File: src/rtl/console_pkg.sv
`default_nettype none
// ============================================================================
// console_pkg
// Shared types, ASCII/ANSI constants and escape-sequence byte helpers.
// Revision: 1.0
// ============================================================================
package console_pkg;

    typedef enum logic [1:0] {
        ST_IDLE   = 2'd0,
        ST_PREFIX = 2'd1,
        ST_BODY   = 2'd2,
        ST_SUFFIX = 2'd3
    } state_t;

    localparam logic [7:0] ESC         = 8'h1B;
    localparam logic [7:0] CSI_BRACKET = 8'h5B;
    localparam logic [7:0] SEMI        = 8'h3B;
    localparam logic [7:0] CHAR_M      = 8'h6D;
    localparam logic [7:0] ASCII_0     = 8'h30;
    localparam logic [7:0] ASCII_3     = 8'h33;

    localparam logic [2:0] RED    = 3'd1;
    localparam logic [2:0] GREEN  = 3'd2;
    localparam logic [2:0] YELLOW = 3'd3;
    localparam logic [2:0] BLUE   = 3'd4;
    localparam logic [2:0] PURPLE = 3'd5;
    localparam logic [2:0] CYAN   = 3'd6;
    localparam logic [2:0] WHITE  = 3'd7;

    localparam logic [2:0] PREFIX_LAST = 3'd6;
    localparam logic [2:0] SUFFIX_LAST = 3'd3;

    // "ESC[<bold>;3<color>m" one byte at a time
    function automatic logic [7:0] prefix_byte(input logic [2:0] idx,
                                               input logic       bold,
                                               input logic [2:0] color);
        logic [7:0] b;
        case (idx)
            3'd0:    b = ESC;
            3'd1:    b = CSI_BRACKET;
            3'd2:    b = ASCII_0 + {7'b0, bold};
            3'd3:    b = SEMI;
            3'd4:    b = ASCII_3;
            3'd5:    b = ASCII_0 + {5'b0, color};
            default: b = CHAR_M;
        endcase
        return b;
    endfunction

    // "ESC[0m"
    function automatic logic [7:0] suffix_byte(input logic [1:0] idx);
        logic [7:0] b;
        case (idx)
            2'd0:    b = ESC;
            2'd1:    b = CSI_BRACKET;
            2'd2:    b = ASCII_0;
            default: b = CHAR_M;
        endcase
        return b;
    endfunction

endpackage
`default_nettype wire

File: src/rtl/console_color_arbiter_rr_arbiter.sv
`default_nettype none
// ============================================================================
// rr_arbiter
// Combinational round-robin pick: first requester at or after ptr, wrapping.
// Revision: 1.0
// ============================================================================
module rr_arbiter
    import console_pkg::*;
#(
    parameter int NUM_REQ = 4,
    parameter int IDX_W   = $clog2(NUM_REQ)
) (
    input  logic [NUM_REQ-1:0] req,
    input  logic [IDX_W-1:0]   ptr,
    output logic               gnt_valid,
    output logic [IDX_W-1:0]   gnt_idx
);

    int w_cand;

    // Scan offsets high-to-low so the smallest offset from ptr wins last.
    always_comb begin
        gnt_valid = |req;
        gnt_idx   = '0;
        w_cand    = 0;
        for (int off = NUM_REQ - 1; off >= 0; off--) begin
            w_cand = (int'(ptr) + off) % NUM_REQ;
            if (req[w_cand[IDX_W-1:0]]) begin
                gnt_idx = w_cand[IDX_W-1:0];
            end
        end
    end

endmodule
`default_nettype wire

File: src/rtl/console_color_arbiter.sv
`default_nettype none
// ============================================================================
// console_color_arbiter
// Round-robin message arbiter onto one byte console, with optional ANSI color.
// Revision: 1.0
// ============================================================================
module console_color_arbiter
    import console_pkg::*;
#(
    parameter int          NUM_REQ   = 4,
    parameter logic [31:0] REQ_COLOR = 32'h0000_4321,
    parameter int          CNT_W     = 16
) (
    input  logic                       clk,
    input  logic                       rstn,
    input  logic                       color_en,
    input  logic [NUM_REQ-1:0]         req_valid,
    input  logic [8*NUM_REQ-1:0]       req_data,
    input  logic [NUM_REQ-1:0]         req_last,
    output logic [NUM_REQ-1:0]         req_ready,
    output logic                       out_valid,
    output logic [7:0]                 out_data,
    input  logic                       out_ready,
    output logic [$clog2(NUM_REQ)-1:0] grant_id,
    output logic                       busy,
    output logic [CNT_W-1:0]           msg_count
);

    localparam int IDX_W = $clog2(NUM_REQ);

    state_t             r_state;
    logic [IDX_W-1:0]   r_grant;
    logic [IDX_W-1:0]   r_rr_ptr;
    logic [2:0]         r_idx;
    logic               r_color_lat;
    logic               r_busy;
    logic [CNT_W-1:0]   r_msg_count;

    logic               w_arb_valid;
    logic [IDX_W-1:0]   w_arb_idx;
    logic               w_sel_valid;
    logic [7:0]         w_sel_data;
    logic               w_sel_last;
    logic [3:0]         w_cfg;
    logic               w_body_fire;
    logic               w_done;
    logic [IDX_W-1:0]   w_next_ptr;

    rr_arbiter #(
        .NUM_REQ (NUM_REQ),
        .IDX_W   (IDX_W)
    ) u_rr_arbiter (
        .req       (req_valid),
        .ptr       (r_rr_ptr),
        .gnt_valid (w_arb_valid),
        .gnt_idx   (w_arb_idx)
    );

    assign w_sel_valid = req_valid[r_grant];
    assign w_sel_data  = req_data[{r_grant, 3'b000} +: 8];
    assign w_sel_last  = req_last[r_grant];
    assign w_cfg       = REQ_COLOR[{r_grant, 2'b00} +: 4];
    assign w_body_fire = (r_state == ST_BODY) && w_sel_valid && out_ready;
    assign w_next_ptr  = (r_grant == IDX_W'(NUM_REQ - 1)) ? '0 : r_grant + IDX_W'(1);

    // Message completes on the final body byte (uncolored) or final suffix byte.
    assign w_done = (w_body_fire && w_sel_last && !r_color_lat) ||
                    ((r_state == ST_SUFFIX) && out_ready && (r_idx == SUFFIX_LAST));

    always_comb begin
        out_valid = 1'b0;
        out_data  = 8'h00;
        req_ready = '0;
        case (r_state)
            ST_PREFIX: begin
                out_valid = 1'b1;
                out_data  = prefix_byte(r_idx, w_cfg[3], w_cfg[2:0]);
            end
            ST_BODY: begin
                out_valid          = w_sel_valid;
                out_data           = w_sel_data;
                req_ready[r_grant] = out_ready;
            end
            ST_SUFFIX: begin
                out_valid = 1'b1;
                out_data  = suffix_byte(r_idx[1:0]);
            end
            default: begin
                out_valid = 1'b0;
            end
        endcase
    end

    always_ff @(posedge clk or negedge rstn) begin
        if (!rstn) begin
            r_state     <= ST_IDLE;
            r_grant     <= '0;
            r_rr_ptr    <= '0;
            r_idx       <= '0;
            r_color_lat <= 1'b0;
            r_busy      <= 1'b0;
            r_msg_count <= '0;
        end else begin
            case (r_state)
                ST_IDLE: begin
                    if (w_arb_valid) begin
                        r_grant     <= w_arb_idx;
                        r_color_lat <= color_en;
                        r_busy      <= 1'b1;
                        r_idx       <= '0;
                        r_state     <= color_en ? ST_PREFIX : ST_BODY;
                    end
                end
                ST_PREFIX: begin
                    if (out_ready) begin
                        if (r_idx == PREFIX_LAST) begin
                            r_idx   <= '0;
                            r_state <= ST_BODY;
                        end else begin
                            r_idx <= r_idx + 3'd1;
                        end
                    end
                end
                ST_BODY: begin
                    if (w_body_fire && w_sel_last && r_color_lat) begin
                        r_idx   <= '0;
                        r_state <= ST_SUFFIX;
                    end
                end
                ST_SUFFIX: begin
                    if (out_ready && (r_idx != SUFFIX_LAST)) begin
                        r_idx <= r_idx + 3'd1;
                    end
                end
                default: begin
                    r_state <= ST_IDLE;
                end
            endcase

            if (w_done) begin
                r_state     <= ST_IDLE;
                r_busy      <= 1'b0;
                r_idx       <= '0;
                r_rr_ptr    <= w_next_ptr;
                r_msg_count <= r_msg_count + CNT_W'(1);
            end
        end
    end

    assign grant_id  = r_grant;
    assign busy      = r_busy;
    assign msg_count = r_msg_count;

endmodule
`default_nettype wire
File: config.mk
export PLATFORM = sky130hd
export DESIGN_NAME = console_color_arbiter
export DESIGN_NICKNAME = d
export VERILOG_FILES = /design/src/rtl/console_pkg.sv /design/src/rtl/console_color_arbiter_rr_arbiter.sv /design/src/rtl/console_color_arbiter.sv
export SDC_FILE = /design/constraint.sdc
export NUM_CORES = 1
export LEC_CHECK = 0
export CAP_MARGIN = 20
export CORE_MARGIN = 5
export CORE_UTILIZATION = 45
export CTS_CLUSTER_SIZE = 16
export DETAILED_ROUTE_END_ITERATION = 12
export PLACE_DENSITY_LB_ADDON = 0.08
export SLEW_MARGIN = 20
export SYNTH_ARGS = -nofsm -noshare
export SYNTH_HDL_FRONTEND = slang
export SYNTH_SLANG_ARGS = --single-unit
File: constraint.sdc
create_clock -name clk -period 3.3 [get_ports clk]
set_input_delay 0.99 -clock clk [delete_from_list [all_inputs] [get_ports clk]]
set_output_delay 0.99 -clock clk [all_outputs]
set_load 0.005 [all_outputs]
==> out/metrics.csv, run 1 <==
metric;value;unit
port_buffers;75;
ys_async_sr_fraction;1.00;
worst-endpoint-required;2.31;ns
cp.arrival;2.32;ns
gp_congestion;0.795;
grt_pass1_vias;1925;
root_buffer;clkbuf_8;
grtUsageTotal;0.179;
initial_core_util;0.473;
grt_pass1_wl;9180;um
syn_nets;273;
cts_made_buffers;3;
synth_edf_count;0;
power_density;610;nW/um^2
max_cap_viol_count;0;
relSlewSlack;0.705;
yosysMostFrequentCell;dfrtp_1;
fmax;302;MHz
worst-path-max-fanout;1;
finalHoldViolCount;0;
boundaryPins;76;
end_kind;output port;
num_vias;1944;
cts.htree.levels;1;
drt-wirelength-per-cell;16.0;um
routed_wl;5580;um
rsz0062_at_grt;yes;
worstSetupPathType;in -> out;
violations;setup timing;
r2r_cells;7;
synth_top_cell_area_share;0.324;
cts_sinks;27;
drt_first_pass_iters;4;
place_ws;-0.377;ns
worstHoldPathCells;1;
grt_max_degree;28;
peakVddDrop;0.387;mV
cts_tree;built;
ys_ff_latch;27;
drv_slew;0;
die_x;78.1;um
critPathLaunchType;input pin;
ant_nets;0;
drive_gt1_frac;0.162;
gr-total-overflow;0;
synth_ff_type;dfrtp_1;
ys_types;45;
antenna_found_initial;0;
syn_to_final_growth;44.7;%
setup_tns;-0.0104;ns
mappedNetlistArea;2090;um^2
synth-warning-count;0;
yosysSeqAreaShare;0.324;
viasPerCell;5.59;
die_y;78.1;um
insertion_delay;0.27;ns
nNetsFinal;358;
synthesis.area_per_instance;9.84;um^2
drc_errors;0;
postCtsHoldBufs;0;
clk_pin_slew;0.08;ns
first_iter_violations;71;
placementRows;24;
core_area;4410;um^2
min_path_type;reg -> reg;
finalSetupViolCount;1;
synthTopCellsByArea;dfrtp_1, ha_1, mux4_2;
hpwl;4410;um
yosysTopAreaCell;dfrtp_1;
cts_setup_buffers;0;
fin_ws;-0.0104;ns
timing.final.crit_share;1.00;
synth_commonest_cells;dfrtp_1, nand2_1, ha_1, xnor2_1, inv_1;
worst_pin_slew;0.438;ns
diodes;0;
fin_crit;3.31;ns
netlist_instances;212;
skew;0.00392;ns
die_area;6100;um^2
cellLeakagePower;0.00133;uW
cts_max_path_buffers;2;
outcome;finished with violations;
cell families after synthesis:
logic type	synth area share
fa+ha+maj	0.102
xor+xnor	0.0630
flops	0.324
simple gates	0.180
compound gates	0.150
mux	0.135
buf+inv	0.0462
through the flow:
step / hold WS [ns] / util / area (um^2) / std cells / power, uW
3_3_place_gp: 0.470 / 0.675 / 2980 / 344 / 1680
2_1_floorplan: 0.468 / - / 2090 / 212 / 1190
4_1_cts: 0.487 / 0.683 / 3010 / 348 / 1860
5_1_grt: 0.514 / 0.684 / 3020 / 348 / 2010
3_5_place_dp: 0.462 / 0.675 / 2980 / 344 / 1700
6_report: 0.480 / 0.684 / 3020 / 348 / 1840
worst max-delay path: stages:
cell and delay [ns]:
clkdlybuf4s50_1 0.39, mux4_2 0.48, a221oi_2 0.28, nor2_1 0.07, clkbuf_2 0.12
state kept, by name, indices dropped and copies added (netlist names):
signal and count:
r_state 2, busy 1, r_rr_ptr 2, msg_count 16, r_idx 3, r_color_lat 1
grant_id 2
final cells by class:
cell class	count	area (um^2)
Tap cell	52	65.1
Clock buffer	3	41.3
Fill cell	362	1390
Inverter	13	48.8
Clock inverter	1	5.00
Sequential cell	27	676
Timing Repair Buffer	90	851
Multi-Input combinational cell	162	1330
placed cells by master (no fill, tap or decap), drive strengths merged, types with 3 or more instances in the layout:
cell type / netlist / final
o21a: 3 / 3
and3: 10 / 10
o2bb2ai: 3 / 3
buf: 4 / 18
clkdlybuf4s50: 0 / 56
nor2: 11 / 11
clkbuf: 6 / 6
dfrtp: 27 / 27
nand2b: 3 / 3
ha: 17 / 17
a21oi: 10 / 10
inv: 13 / 13
o21ai: 10 / 10
nand2: 21 / 21
dlymetal6s2s: 0 / 5
xnor2: 14 / 14
mux2: 3 / 3
nand4: 11 / 11
dlygate4sd2: 0 / 6
mux4: 10 / 10
worst paths after layout:
| path | startpoint | to | slack [ns] |
|---|---|---|---|
| max in group asynchronous | rstn | r_idx[2]$_DFFE_PN0P_ | 1.97 |
| worst min register to register | msg_count[15]$_DFFE_PN0P_ | msg_count[15]$_DFFE_PN0P_ | 0.48 |
| worst max register to register | r_idx[0]$_DFFE_PN0P_ | r_idx[1]$_DFFE_PN0P_ | 1.24 |
| worst max-delay path | req_data[30] | out_data[6] | -0.01 |
| worst min-delay path | msg_count[15]$_DFFE_PN0P_ | msg_count[15]$_DFFE_PN0P_ | 0.48 |
| min in group asynchronous | rstn | msg_count[4]$_DFFE_PN0P_ | 1.09 |
metal layers:
layer  routed length [um]  part of all wire  track usage
met1                 2450              0.44        0.235
met3                  330             0.059       0.0297
met4                   71             0.013       0.0490
met5                    0                 0            0
met2                 2730              0.49        0.304
what timing repair did:
item / CTS / global route
endpoints found under the setup margin: 9 / 10
cloned: 0 / 0
pin swaps: 5 / 4
gates resized for setup: 30 / 13
power by group:
| group | internal [uW] | leakage [uW] | switching [uW] |
|---|---|---|---|
| Clock | 84.5 | 0.0000255 | 96.0 |
| Combinational | 605 | 0.000950 | 572 |
| Sequential | 403 | 0.000356 | 83.1 |
Power figures use the tool's default switching activity.
==> run 2, diff against run 1 <==
- HOLD_SLACK_MARGIN: default -> 0.12
==> results of run 2 <==
No change in the layout: final DEF, timing and power equal those of run 1.
==> run 3, diff against run 2 <==
- SYNTH_HIERARCHICAL: default -> 1
==> out/metrics.csv, run 3 <==
metric;value;unit;change
layout.cells.non_filler;362;;was 348
power_density;620;nW/um^2;was 610 nW/um^2
crit_path_max_incr_delay;0.47;ns;was 0.48 ns
worst_pin_slew;0.449;ns;was 0.438 ns
drive_gt1_frac;0.130;;was 0.162
drc_errors;0;;unchanged
worst-endpoint-required;2.31;ns;about the same
die_x;78.4;um;was 78.1 um
cts_max_path_buffers;2;;unchanged
whs_endpoint;msg_count[15]$_DFFE_PN0P_;;unchanged
initial_core_util;0.455;;was 0.473
synthTopCellsByArea;dfrtp_1, mux4_2, ha_1;;was dfrtp_1, ha_1, mux4_2
synth_ff_type;dfrtp_1;;unchanged
placementRows;25;;was 24
seqPwrFrac;0.273;;was 0.264
ant_nets;0;;unchanged
die_area;6150;um^2;was 6100 um^2
gr-total-overflow;0;;unchanged
p_sw;760;uW;was 751 uW
critPathSlowestCell;mux4_2;;unchanged
ys_types;42;;was 45
rr_startpoint;r_state[0]$_DFFE_PN0P_;;was r_idx[0]$_DFFE_PN0P_
insertion_delay;0.27;ns;about the same
syn_nets;286;;was 273
layout_commonest_cell;clkdlybuf4s50_1;;unchanged
yosysSeqAreaShare;0.320;;was 0.324
fmax;308;MHz;was 302 MHz
ys_ff_latch;27;;unchanged
largest_reg_flops;16;;unchanged
grt_pass1_vias;1965;;was 1925
root_buffer;clkbuf_8;;unchanged
cts.htree.levels;1;;unchanged
worstHoldPathCells;1;;unchanged
diodes;0;;unchanged
met3_usage;0.0321;;was 0.0297
peakVddDrop;0.369;mV;was 0.387 mV
r2r_cells;6;;was 7
port_buffers;75;;unchanged
worst_r2r_endpoint;msg_count[12]$_DFFE_PN0P_;;was r_idx[1]$_DFFE_PN0P_
first_iter_violations;115;;was 71
synth_commonest_cells;dfrtp_1, nand2_1, ha_1, nor2_1, inv_1;;was dfrtp_1, nand2_1, ha_1, xnor2_1, inv_1
finalSetupViolCount;0;;was 1
gp_congestion;0.869;;was 0.795
top_usage_layer;met2;;unchanged
clkPwrFrac;0.096;;was 0.098
core_area;4630;um^2;was 4410 um^2
worstHoldStart;msg_count[15]$_DFFE_PN0P_;;unchanged
layout_common_cells;clkdlybuf4s50_1, dfrtp_1, nand2_1;;unchanged
worstPathCellList;clkdlybuf4s50_1 -> mux4_2 -> nand2_1 -> a21oi_1 -> clkdlybuf4s15_1;;was clkdlybuf4s50_1 -> mux4_2 -> a221oi_2 -> nor2_1 -> clkbuf_2
critPathLaunchType;input pin;;unchanged
rsz0062_at_grt;no;;was yes
syn_to_final_growth;44.2;%;was 44.7%
worst-path-max-fanout;1;;unchanged
grt.met1_usage;0.257;;was 0.235
clk_pin_slew;0.09;ns;was 0.08 ns
relSlewSlack;0.701;;was 0.705
r2r_setup_slack;1.10;ns;was 1.24 ns
place_ws;-0.442;ns;was -0.377 ns
power_frac_comb;0.631;;was 0.638
cellLeakagePower;0.00134;uW;was 0.00133 uW
grt_max_degree;28;;unchanged
cp.arrival;2.26;ns;was 2.32 ns
antenna_found_initial;0;;unchanged
die_y;78.4;um;was 78.1 um
fin_crit;3.25;ns;was 3.31 ns
cts_setup_buffers;0;;unchanged
grt_pass1_wl;9610;um;was 9180 um
min_path_type;reg -> reg;;unchanged
yosysMostFrequentCell;dfrtp_1;;unchanged
path_buf_inv;2;;unchanged
synth_edf_count;0;;unchanged
yosysTopAreaCell;dfrtp_1;;unchanged
grtUsageTotal;0.194;;was 0.179
critPathTopFamily;buffers and inverters;;unchanged
cts_sinks;27;;unchanged
nNetsFinal;370;;was 358
outcome;complete, no violations;;was finished with violations
cts_tree;built;;unchanged
fill_cells;389;;was 362
cts_made_buffers;3;;unchanged
ys_async_sr_fraction;1.00;;unchanged
max_cap_viol_count;0;;unchanged
netlist_instances;225;;was 212
end_kind;output port;;unchanged
synth-warning-count;6;;was 0
fin_ws;0.0508;ns;was -0.0104 ns
skew;0.00594;ns;was 0.00392 ns
grt_use_met2;0.345;;was 0.304
dp.cells;358;;was 344
worstSetupPathType;in -> out;;unchanged
boundaryPins;76;;unchanged
num_vias;1991;;was 1944
drt-wirelength-per-cell;15.5;um;was 16.0 um
drt_first_pass_iters;4;;unchanged
setup_tns;0;ns;was -0.0104 ns
synth_top_cell_area_share;0.320;;was 0.324
finalHoldViolCount;0;;unchanged
swShare;0.404;;was 0.407
routed_wl;5620;um;was 5580 um
mappedNetlistArea;2110;um^2;was 2090 um^2
synthesis.area_per_instance;9.37;um^2;was 9.84 um^2
timing.final.crit_share;0.985;;was 1.00
hpwl;4640;um;was 4410 um
drv_slew;0;;unchanged
p_int;1120;uW;was 1090 uW
viasPerCell;5.50;;was 5.59
## run 3: cell count changes in the layout (fill, tap and decap cells not counted), sizes merged, moves of 5 or more
cell           before  now
and3               10    4
nor2               11   17
clkdlybuf4s50      56   62
xor2                1   11
nand3               1    7
dlygate4sd2         6    1
xnor2              14    4
nor3                2    9
nand2              21   26
## run 3: worst register-to-register path, cell delays in order (launching register included)
cell     delay, ns
dfrtp_1       0.43
inv_1         0.12
ha_2          0.42
nand3_1       0.13
o32a_1        0.32
or4_1         0.54
xnor2_1       0.14
## run 3: power groups by stage
stage | logic (uW) | clock network [uW] | registers, uW
finish | 1190 | 181 | 515
CTS | 1210 | 190 | 515
floorplan | 730 | 0 | 501
global route | 1320 | 205 | 533
detailed placement | 1240 | 0 | 520
global placement | 1230 | 0 | 519
## run 3: per-layer routing
layer | vias to the layer above | wire, um
met2 | 43 | 2890
met5 | - | 0
met1 | 956 | 2530
li1 | 986 | -
met4 | 0 | 23
met3 | 6 | 174
## run 3: through the flow
step	util	instance area [um^2]	hold WS, ns	power [uW]
after floorplan	-	2110	0.465	1230
after global placement	0.649	3000	0.454	1750
after detailed placement	0.649	3000	0.456	1760
after CTS	0.658	3040	0.473	1910
after global routing	0.657	3040	0.494	2060
final	0.657	3040	0.471	1880
## run 3: cells by family after synthesis
| kind of cell | Yosys count | share of synthesized area |
|---|---|---|
| simple gates | 85 | 0.193 |
| compound gates | 42 | 0.141 |
| flops | 27 | 0.320 |
| buf+inv | 22 | 0.0392 |
| mux | 17 | 0.143 |
| fa+ha+maj | 17 | 0.101 |
| xor+xnor | 15 | 0.0623 |
## run 3: cell type report
type	count	area, um^2	share of cell area
Multi-Input combinational cell	176	1350	0.445
Timing Repair Buffer	88	850	0.279
Sequential cell	27	676	0.222
Tap cell	54	67.6	0.0222
Inverter	13	48.8	0.0160
Clock buffer	3	41.3	0.0136
Clock inverter	1	5.00	0.00165
## run 3: worst max-delay path by stage
stage / from / to / slack [ns] / depth (start not counted)
2_1_floorplan: req_data[28] / out_data[4] / 0.51 / 3
3_3_place_gp: req_data[28] / out_data[4] / -0.35 / 5
3_5_place_dp: req_data[28] / out_data[4] / -0.44 / 5
4_1_cts: req_data[28] / out_data[4] / -0.18 / 5
5_1_grt: req_data[16] / out_data[0] / 0.01 / 5
6_report: req_data[3] / out_data[3] / 0.05 / 5
## run 3: what timing repair did
item | 4_1_cts | 5_1_grt
resized for setup | 14 | 13
setup endpoints to repair | 9 | 9
hold buffers | 0 | 0
pin swaps | 1 | 3
